`src/rtl/addsub_alu_arbiter.sv`:
```
// addsub_alu_arbiter: shares one external 4-bit add/sub datapath between two requesters.
// The winner's op/operands are latched onto alu_* and held for SETTLE_CYCLES cycles.
// After that window the datapath result is captured and returned tagged with the requester ID.
// Tie-breaking is round-robin by default.
// Define ARB_FIXED_PRIO_EN to make requester 0 always win a tie instead.

module addsub_alu_arbiter #(
    parameter int unsigned SETTLE_CYCLES = 2
) (
    input  logic       clk,
    input  logic       rst_n,

    input  logic       req0,
    input  logic [1:0] op0,
    input  logic [3:0] a0,
    input  logic [3:0] b0,
    output logic       gnt0,

    input  logic       req1,
    input  logic [1:0] op1,
    input  logic [3:0] a1,
    input  logic [3:0] b1,
    output logic       gnt1,

    output logic [1:0] alu_s,
    output logic [3:0] alu_a,
    output logic [3:0] alu_b,
    input  logic [3:0] alu_o,
    input  logic       alu_co,

    output logic [3:0] res_o,
    output logic       res_co,
    output logic       res_id,
    output logic       res_vld,
    output logic       busy
);

    if (SETTLE_CYCLES < 1 || SETTLE_CYCLES > 15) begin : gen_param_check
        $error("SETTLE_CYCLES must be in 1..15");
    end

    // The grant edge itself counts as the first settle cycle.
    localparam logic [3:0] CntLoad = 4'(SETTLE_CYCLES - 1);

    typedef enum logic [0:0] {StIdle, StExec} state_e;

    state_e     state_q, state_d;
    logic [3:0] cnt_q, cnt_d;
    logic       last_id_q, last_id_d;
    logic       win_q, win_d;
    logic       gnt0_q, gnt0_d;
    logic       gnt1_q, gnt1_d;
    logic [1:0] alu_s_q, alu_s_d;
    logic [3:0] alu_a_q, alu_a_d;
    logic [3:0] alu_b_q, alu_b_d;
    logic [3:0] res_o_q, res_o_d;
    logic       res_co_q, res_co_d;
    logic       res_id_q, res_id_d;
    logic       res_vld_q, res_vld_d;

    logic any_req;
    logic pick1;

    assign any_req = req0 | req1;

`ifdef ARB_FIXED_PRIO_EN
    // Requester 1 wins only when requester 0 is idle.
    assign pick1 = req1 & ~req0;
`else
    // On a tie, requester 1 wins only if requester 0 was served last.
    assign pick1 = req1 & (~req0 | ~last_id_q);
`endif

    // Next-state logic: arbitration in IDLE, settle countdown and capture in EXEC.
    always_comb begin
        state_d   = state_q;
        cnt_d     = cnt_q;
        last_id_d = last_id_q;
        win_d     = win_q;
        gnt0_d    = 1'b0;
        gnt1_d    = 1'b0;
        res_vld_d = 1'b0;
        alu_s_d   = alu_s_q;
        alu_a_d   = alu_a_q;
        alu_b_d   = alu_b_q;
        res_o_d   = res_o_q;
        res_co_d  = res_co_q;
        res_id_d  = res_id_q;

        case (state_q)
            StIdle: begin
                if (any_req) begin
                    win_d   = pick1;
                    gnt0_d  = ~pick1;
                    gnt1_d  = pick1;
                    alu_s_d = pick1 ? op1 : op0;
                    alu_a_d = pick1 ? a1  : a0;
                    alu_b_d = pick1 ? b1  : b0;
                    cnt_d   = CntLoad;
                    state_d = StExec;
                end
            end
            StExec: begin
                if (cnt_q != 4'd0) begin
                    cnt_d = cnt_q - 4'd1;
                end else begin
                    res_o_d   = alu_o;
                    res_co_d  = alu_co;
                    res_id_d  = win_q;
                    res_vld_d = 1'b1;
                    last_id_d = win_q;
                    state_d   = StIdle;
                end
            end
            default: state_d = StIdle;
        endcase
    end

    // State register with synchronous active-low reset; last_id resets to 1 so requester 0 wins first.
    always_ff @(posedge clk) begin
        if (!rst_n) begin
            state_q   <= StIdle;
            cnt_q     <= 4'd0;
            last_id_q <= 1'b1;
            win_q     <= 1'b0;
            gnt0_q    <= 1'b0;
            gnt1_q    <= 1'b0;
            alu_s_q   <= 2'd0;
            alu_a_q   <= 4'd0;
            alu_b_q   <= 4'd0;
            res_o_q   <= 4'd0;
            res_co_q  <= 1'b0;
            res_id_q  <= 1'b0;
            res_vld_q <= 1'b0;
        end else begin
            state_q   <= state_d;
            cnt_q     <= cnt_d;
            last_id_q <= last_id_d;
            win_q     <= win_d;
            gnt0_q    <= gnt0_d;
            gnt1_q    <= gnt1_d;
            alu_s_q   <= alu_s_d;
            alu_a_q   <= alu_a_d;
            alu_b_q   <= alu_b_d;
            res_o_q   <= res_o_d;
            res_co_q  <= res_co_d;
            res_id_q  <= res_id_d;
            res_vld_q <= res_vld_d;
        end
    end

    assign gnt0    = gnt0_q;
    assign gnt1    = gnt1_q;
    assign alu_s   = alu_s_q;
    assign alu_a   = alu_a_q;
    assign alu_b   = alu_b_q;
    assign res_o   = res_o_q;
    assign res_co  = res_co_q;
    assign res_id  = res_id_q;
    assign res_vld = res_vld_q;
    assign busy    = (state_q != StIdle);

endmodule

```
`config.mk`:
```
export PLATFORM = sky130hd
export DESIGN_NAME = addsub_alu_arbiter
export DESIGN_NICKNAME = d
export VERILOG_FILES = /design/src/rtl/addsub_alu_arbiter.sv
export SDC_FILE = /design/constraint.sdc
export NUM_CORES = 1
export LEC_CHECK = 0
export CORE_MARGIN = 5
export CORE_UTILIZATION = 35
export CTS_CLUSTER_DIAMETER = 100
export DETAILED_ROUTE_END_ITERATION = 10
export PLACE_DENSITY_LB_ADDON = 0.25
export RECOVER_POWER = 50
export SYNTH_ARGS = -nofsm -noshare
export SYNTH_HDL_FRONTEND = slang
export SYNTH_SLANG_ARGS = --single-unit
export TNS_END_PERCENT = 50
```
`constraint.sdc`:
```
create_clock -name clk -period 1.9 [get_ports clk]
set_input_delay 0.19 -clock clk [delete_from_list [all_inputs] [get_ports clk]]
set_output_delay 0.19 -clock clk [all_outputs]
set_load 0.1 [all_outputs]
```
==> out/summary.txt, run 1 <==
Number of global-route vias before repair -> 1,062
Worst vdd rail ir drop -> 0.000365 V
Sequential cell area in the final layout -> 520 sq um
Worst setup slack after layout -> 0.439 ns
Largest net degree at the start of global routing -> 22
PostCTS Resize Cnt -> 0
Peak Freq -> 685 MHz
Number of warning messages in the yosys log -> 0
Final period utilization -> 0.769
Outcome -> finished clean
Gr ovfl total -> 0
Number of setup violations in the final report -> 0
Clock net sink count -> 26
Vertical extent of the die -> 65.3 um
TritonCTS buffer count -> 3
Number of primary I/O pins -> 49
Worst Setup SP -> busy
Total Routing Usage GR -> 0.135
Worst hold path endpoint -> alu_a[1]
Category of cells accounting for the largest share of critical-path delay -> flip-flops
Sequential-to-total area share from yosys stat -> 0.487
Average routed wire per standard cell -> 13.1 um
Worst Path Max Fanout -> 10
Post-DRT Antenna Nets -> 0
Per-instance average area after synthesis -> 8.28 sq um
Buffers on Ports -> 48
Clock tree from TritonCTS -> yes
Vias -> 1,067
Clock Path Buffers -> 2
Worst setup path category -> reg2reg
Filler instances -> 294
Number of buffer and inverter instances along the worst setup path -> 0
Cells after Synth -> 129
Final non-filler cell total -> 209
Slowest stage cell, crit path -> dfxtp_1
Total Nets Final -> 209
Startpoint of the worst register-to-register path -> busy
Worst Hold Depth -> 3
H-tree levels -> 1
Series of cell instances along the critical path -> or4b_1 -> a211o_1 -> a21oi_2
Final total power -> 1.42 mW
Number of antenna cells inserted -> 0
Synthesis-stage register bit count -> 26
Leakage -> 0.645 nW
Max Slew Vio Count -> 0
Dominant synthesized flop cell -> dfxtp_1
Clk pin slew, worst setup/hold paths -> 0.13 ns
Average vias per placed instance -> 5.11
Initial antenna violation count -> 0
Post-Place Setup Slack -> 0.457 ns
CTS Hold Buffers Added -> 0
Proportion of synthesized flip-flops having asynchronous set or reset -> 0
Origin of the worst min-delay path -> a0[1]
Data required time at the worst endpoint -> 2.16 ns
Worst skew pair latency -> 0.31 ns
Crit. End Element -> register
Power Dens Cells -> 927 nW/um^2
Number of enable-type register cells in the synthesized netlist -> 0
Final hold slack -> 0.407 ns
Share of final-layout standard cells stronger than drive strength 1 -> 0.165
Routability Congestion -> 0.793
Initial DRT Pass Iterations -> 4
Startpoint kind of the worst setup timing path -> register
Post-synthesis instance area -> 1070 sq um
Min cycle time layout -> 1.46 ns
Multi-input gate area in the final layout -> 500 sq um
Relative max-transition margin -> 0.637
Setup TNS -> 0 ns
Class of the worst hold path -> in2reg
Post-synthesis cell type count -> 28
Clk_skew -> 0.00116 ns
Placed cells -> 206
Setup repair after global routing missed its margin -> false
Worst-case register-to-register setup slack -> 0.44 ns
Total setup buffers inserted after CTS -> 0
Global-route wire length before repair -> 4640 um
Routed wire length -> 2730 um
Core ar. -> 2980 sq um
Number of placement rows -> 20
Worst stage delay on the critical path -> 0.50 ns
Least-Margin Pin Slew -> 0.546 ns
Layout Area Growth over Synthesis -> 43.4%
Initial core utilization -> 0.359
Cell depth of the worst flop-to-flop path -> 3
Crit Reg-Reg Endpoint -> cnt_q[3]
Max-cap violations -> 0
Die X-Extent -> 65.3 um
Iteration-0 DRC count of the detailed router -> 44
Critical path arrival -> 1.72 ns
Placed wire-length estimate after detailed placement -> 2120 um
Floorplan die area -> 4260 sq um
Library cell used as clock root buffer -> clkbuf_4
Hold violation count in the final report -> 0
# DRC -> 0
Post-Syn Nets -> 160
[metrics by stage]
stage | instance area, sq um | utilization
6_report | 1530 | 0.515
5_1_grt | 1530 | 0.515
4_1_cts | 1560 | 0.524
3_5_place_dp | 1540 | 0.517
3_3_place_gp | 1540 | 0.517
2_1_floorplan | 1070 | -
[synthesized netlist by cell type, types with 2 or more instances]
master	instances	area [sq um]
inv_1	4	15.0
o21ai_1	14	70.1
nand3_1	8	40.0
nor2_1	2	7.51
buf_2	2	10.0
o21ai_0	3	15.0
a21oi_1	23	115
nand2_1	21	78.8
ha_1	2	25.0
clkbuf_1	6	22.5
mux2i_1	2	20.0
dfxtp_1	26	521
[how the worst max path moves through the flow]
stage | endpoint | slack [ns] | cells after the start
after detailed placement | alu_s[0] | 0.46 | 4
after CTS | cnt_q[0] | 0.45 | 5
after floorplan | cnt_q[3] | 0.26 | 3
after global placement | alu_a[2] | 0.49 | 4
after global routing | last_id_q | 0.34 | 5
final | cnt_q[3] | 0.44 | 3
[registers in the layout, summed over array words and instances, names as in the netlist]
signal and count:
last_id_q 1, win_q 1, alu_a 4, alu_b 4
res_id 1, alu_s 2, gnt0 1, cnt_q 4
res_o 4, busy 1, gnt1 1, res_co 1
res_vld 1
[placed cells by master, fill, tap and decap left out, drive strengths merged, types with 2 or more instances in the layout]
master,synthesis,layout
buf,2,13
nand3,8,8
a21oi,24,24
nand2,21,21
nor2,2,2
clkdlybuf4s50,0,28
ha,2,2
mux2i,2,2
clkbuf,6,14
inv,4,4
o21ai,17,17
dfxtp,26,26
[where the power goes]
group	internal [mW]	switching, mW	leakage, nW
Sequential	0.596	0.0308	0.214
Clock	0.0742	0.151	0.0138
Combinational	0.156	0.413	0.417
Total	0.826	0.595	0.645
[metal layers]
layer	routed length [um]	GRT usage	up-vias
li1	-	-	540
met1	1200	0.170	492
met2	1330	0.226	33
met3	192	0.0308	2
met4	12	0.0466	0
met5	0	0	-
[tightest hold or removal path, cell delays in order]
cell,delay [ns]
clkdlybuf4s50_1,0.39
nand2_1,0.05
a21oi_1,0.05
[cell families after synthesis]
group / count (synthesis) / share of synthesized area
muxes: 2 / 0.0187
buffers and inverters: 12 / 0.0445
DFF: 26 / 0.487
AOI/OAI and AO/OA: 48 / 0.251
and+or+nand+nor: 39 / 0.176
adders and majority gates: 2 / 0.0234
[layout make-up]
class	count	share of cell area
clock buffers	3	0.0147
well taps	33	0.0269
flip-flops and latches	26	0.340
inverters	4	0.00980
multi-input cells	91	0.327
repair buffers	52	0.282
Power figures use the tool's default switching activity.
==> inputs of run 2 (changes only) <==
clock period = 1.2 ns   (was 1.9 ns; I/O delays follow)
==> out/summary.txt, run 2 (same netlist as run 1, synthesis figures left out) <==
Critical path arrival -> 1.68 ns (-0.04 ns)
Max-cap violations -> 0 (unchanged)
Placed wire-length estimate after detailed placement -> 2510 um (+19%)
Post-DRT Antenna Nets -> 0 (unchanged)
Floorplan die area -> 4260 sq um (unchanged)
Startpoint of the worst register-to-register path -> cnt_q[1]
Number of global-route vias before repair -> 1,195 (+13%)
Share of final-layout standard cells stronger than drive strength 1 -> 0.375 (+0.210)
Global-route wire length before repair -> 5320 um (+15%)
Number of antenna cells inserted -> 0 (unchanged)
Worst Path Max Fanout -> 2 (-8)
Violations in the final reports -> negative setup slack
Startpoint kind of the worst setup timing path -> register
Worst skew pair latency -> 0.32 ns (about the same)
Library cell used as clock root buffer -> clkbuf_4
Clock net sink count -> 26 (unchanged)
Number of placement rows -> 20 (unchanged)
Worst Setup SP -> cnt_q[1]
Data required time at the worst endpoint -> 1.47 ns (-0.69 ns)
Routability Congestion -> 0.744 (-6.2%)
Setup repair after global routing missed its margin -> true
Final period utilization -> 1.18 (+0.412)
Vias -> 1,160 (+8.7%)
Global route hottest layer -> met2
Layout Area Growth over Synthesis -> 93.8%
TritonCTS buffer count -> 3 (unchanged)
Hold violation count in the final report -> 0 (unchanged)
Min cycle time layout -> 1.42 ns (-0.0442 ns)
Final total power -> 2.80 mW (+97%)
H-tree levels -> 1 (unchanged)
Core ar. -> 2980 sq um (unchanged)
Clock tree from TritonCTS -> yes
Power Dens Cells -> 1350 nW/um^2 (+46%)
Global Route met1 Usage -> 0.172 (+0.00283)
Initial DRT Pass Iterations -> 4 (unchanged)
Origin of the worst min-delay path -> a0[0]
M3 GR Usage -> 0.0427 (+0.0120)
Worst vdd rail ir drop -> 0.000901 V (+150%)
Clock Path Buffers -> 2 (unchanged)
Least-Margin Pin Slew -> 0.305 ns (-0.242 ns)
Final hold slack -> 0.331 ns (-0.0760 ns)
Worst setup path category -> reg2reg
Initial core utilization -> 0.359 (unchanged)
Average vias per placed instance -> 5.16 (+0.99%)
Number of primary I/O pins -> 49 (unchanged)
Gr ovfl total -> 0 (unchanged)
Peak Freq -> 706 MHz (+3.1%)
Leakage -> 0.829 nW (+29%)
Most frequent cells in the layout -> clkdlybuf4s50_1 (28), dfxtp_1 (23), nand2_1 (20)
Vertical extent of the die -> 65.3 um (unchanged)
# DRC -> 0 (unchanged)
Worst setup slack after layout -> -0.217 ns (-0.656 ns)
Placed cells -> 216 (+4.9%)
Number of setup violations in the final report -> 14 (+14)
Clk_skew -> 0.00282 ns (+0.00166 ns)
Clk pin slew, worst setup/hold paths -> 0.14 ns (about the same)
Average routed wire per standard cell -> 14.8 um (+14%)
Max Slew Vio Count -> 0 (unchanged)
Total Routing Usage GR -> 0.156 (+0.0211)
Crit. End Element -> register
Most frequent standard cell in the layout excluding fill and tap cells -> clkdlybuf4s50_1
Largest net degree at the start of global routing -> 20 (-9.1%)
Final non-filler cell total -> 225 (+7.7%)
Outcome -> complete, but fails checks
Initial antenna violation count -> 0 (unchanged)
Met2 track demand over resource -> 0.292 (+0.0657)
Iteration-0 DRC count of the detailed router -> 37 (-16%)
Class of the worst hold path -> in2reg
Routed wire length -> 3340 um (+22%)
Relative max-transition margin -> 0.798 (+0.161)
Die X-Extent -> 65.3 um (unchanged)
Total Nets Final -> 224 (+7.2%)
Buffers on Ports -> 48 (unchanged)
[run 2: cell types whose count changed in the layout (fill, tap and decap cells not counted), moves of 3 or more]
cell / before / now
buf_12: 0 / 18
o21ai_2: 0 / 3
a21oi_2: 1 / 6
o21ai_0: 11 / 2
o21ai_1: 6 / 12
dfxtp_1: 26 / 23
nand3_1: 8 / 2
buf_4: 13 / 16
a21oi_1: 23 / 18
buf_6: 0 / 4
nand3_2: 0 / 5
clkbuf_2: 11 / 0
[run 2: worst paths after layout]
check,to,slack (ns),cells past startpoint
worst min-delay path,alu_a[0],0.33,3
worst min register to register,res_o[3],0.50,2
worst max register to register,cnt_q[3],-0.22,4
worst max-delay path,cnt_q[3],-0.22,4
[run 2: worst max-delay path: stages, from the launching register on]
cell	delay, ns
dfxtp_2	0.35
buf_4	0.13
or4b_4	0.53
a211o_1	0.25
a21oi_2	0.11
[run 2: final cells by class]
cell class,count,area [sq um]
Clock buffer,4,47.5
Inverter,4,15.0
Tap cell,33,41.3
Timing Repair Buffer,67,813
Multi-Input combinational cell,91,627
Fill cell,225,907
Sequential cell,26,527
[run 2: timing repair]
item                                    in CTS  in global routing
resized for setup                           16                 14
setup buffers                                4                  1
endpoints found under the setup margin      19                 25
pin swaps                                   10                  2
hold buffers                                 0                  0
[run 2: report_power, final]
group          switching, mW  total (mW)  internal, mW
logic                  0.740        1.26         0.524
registers             0.0753        1.02         0.946
clock network          0.257       0.512         0.255
total                   1.07        2.80          1.72
[run 2: layer usage]
metal | part of all wire | up-vias
li1 | - | 580
met3 | 0.065 | 2
met4 | 0.0051 | 0
met1 | 0.40 | 540
met5 | 0 | -
met2 | 0.53 | 38
[run 2: metrics by stage]
step | setup slack, ns | utilization | area, sq um | TNS (ns)
finish | -0.217 | 0.695 | 2070 | -1.25
global route | -0.261 | 0.695 | 2070 | -2.07
CTS | -0.206 | 0.688 | 2050 | -1.19
detailed placement | -0.246 | 0.642 | 1910 | -3.46
global placement | -0.118 | 0.642 | 1910 | -1.80
floorplan | -0.250 | - | 1110 | -1.06
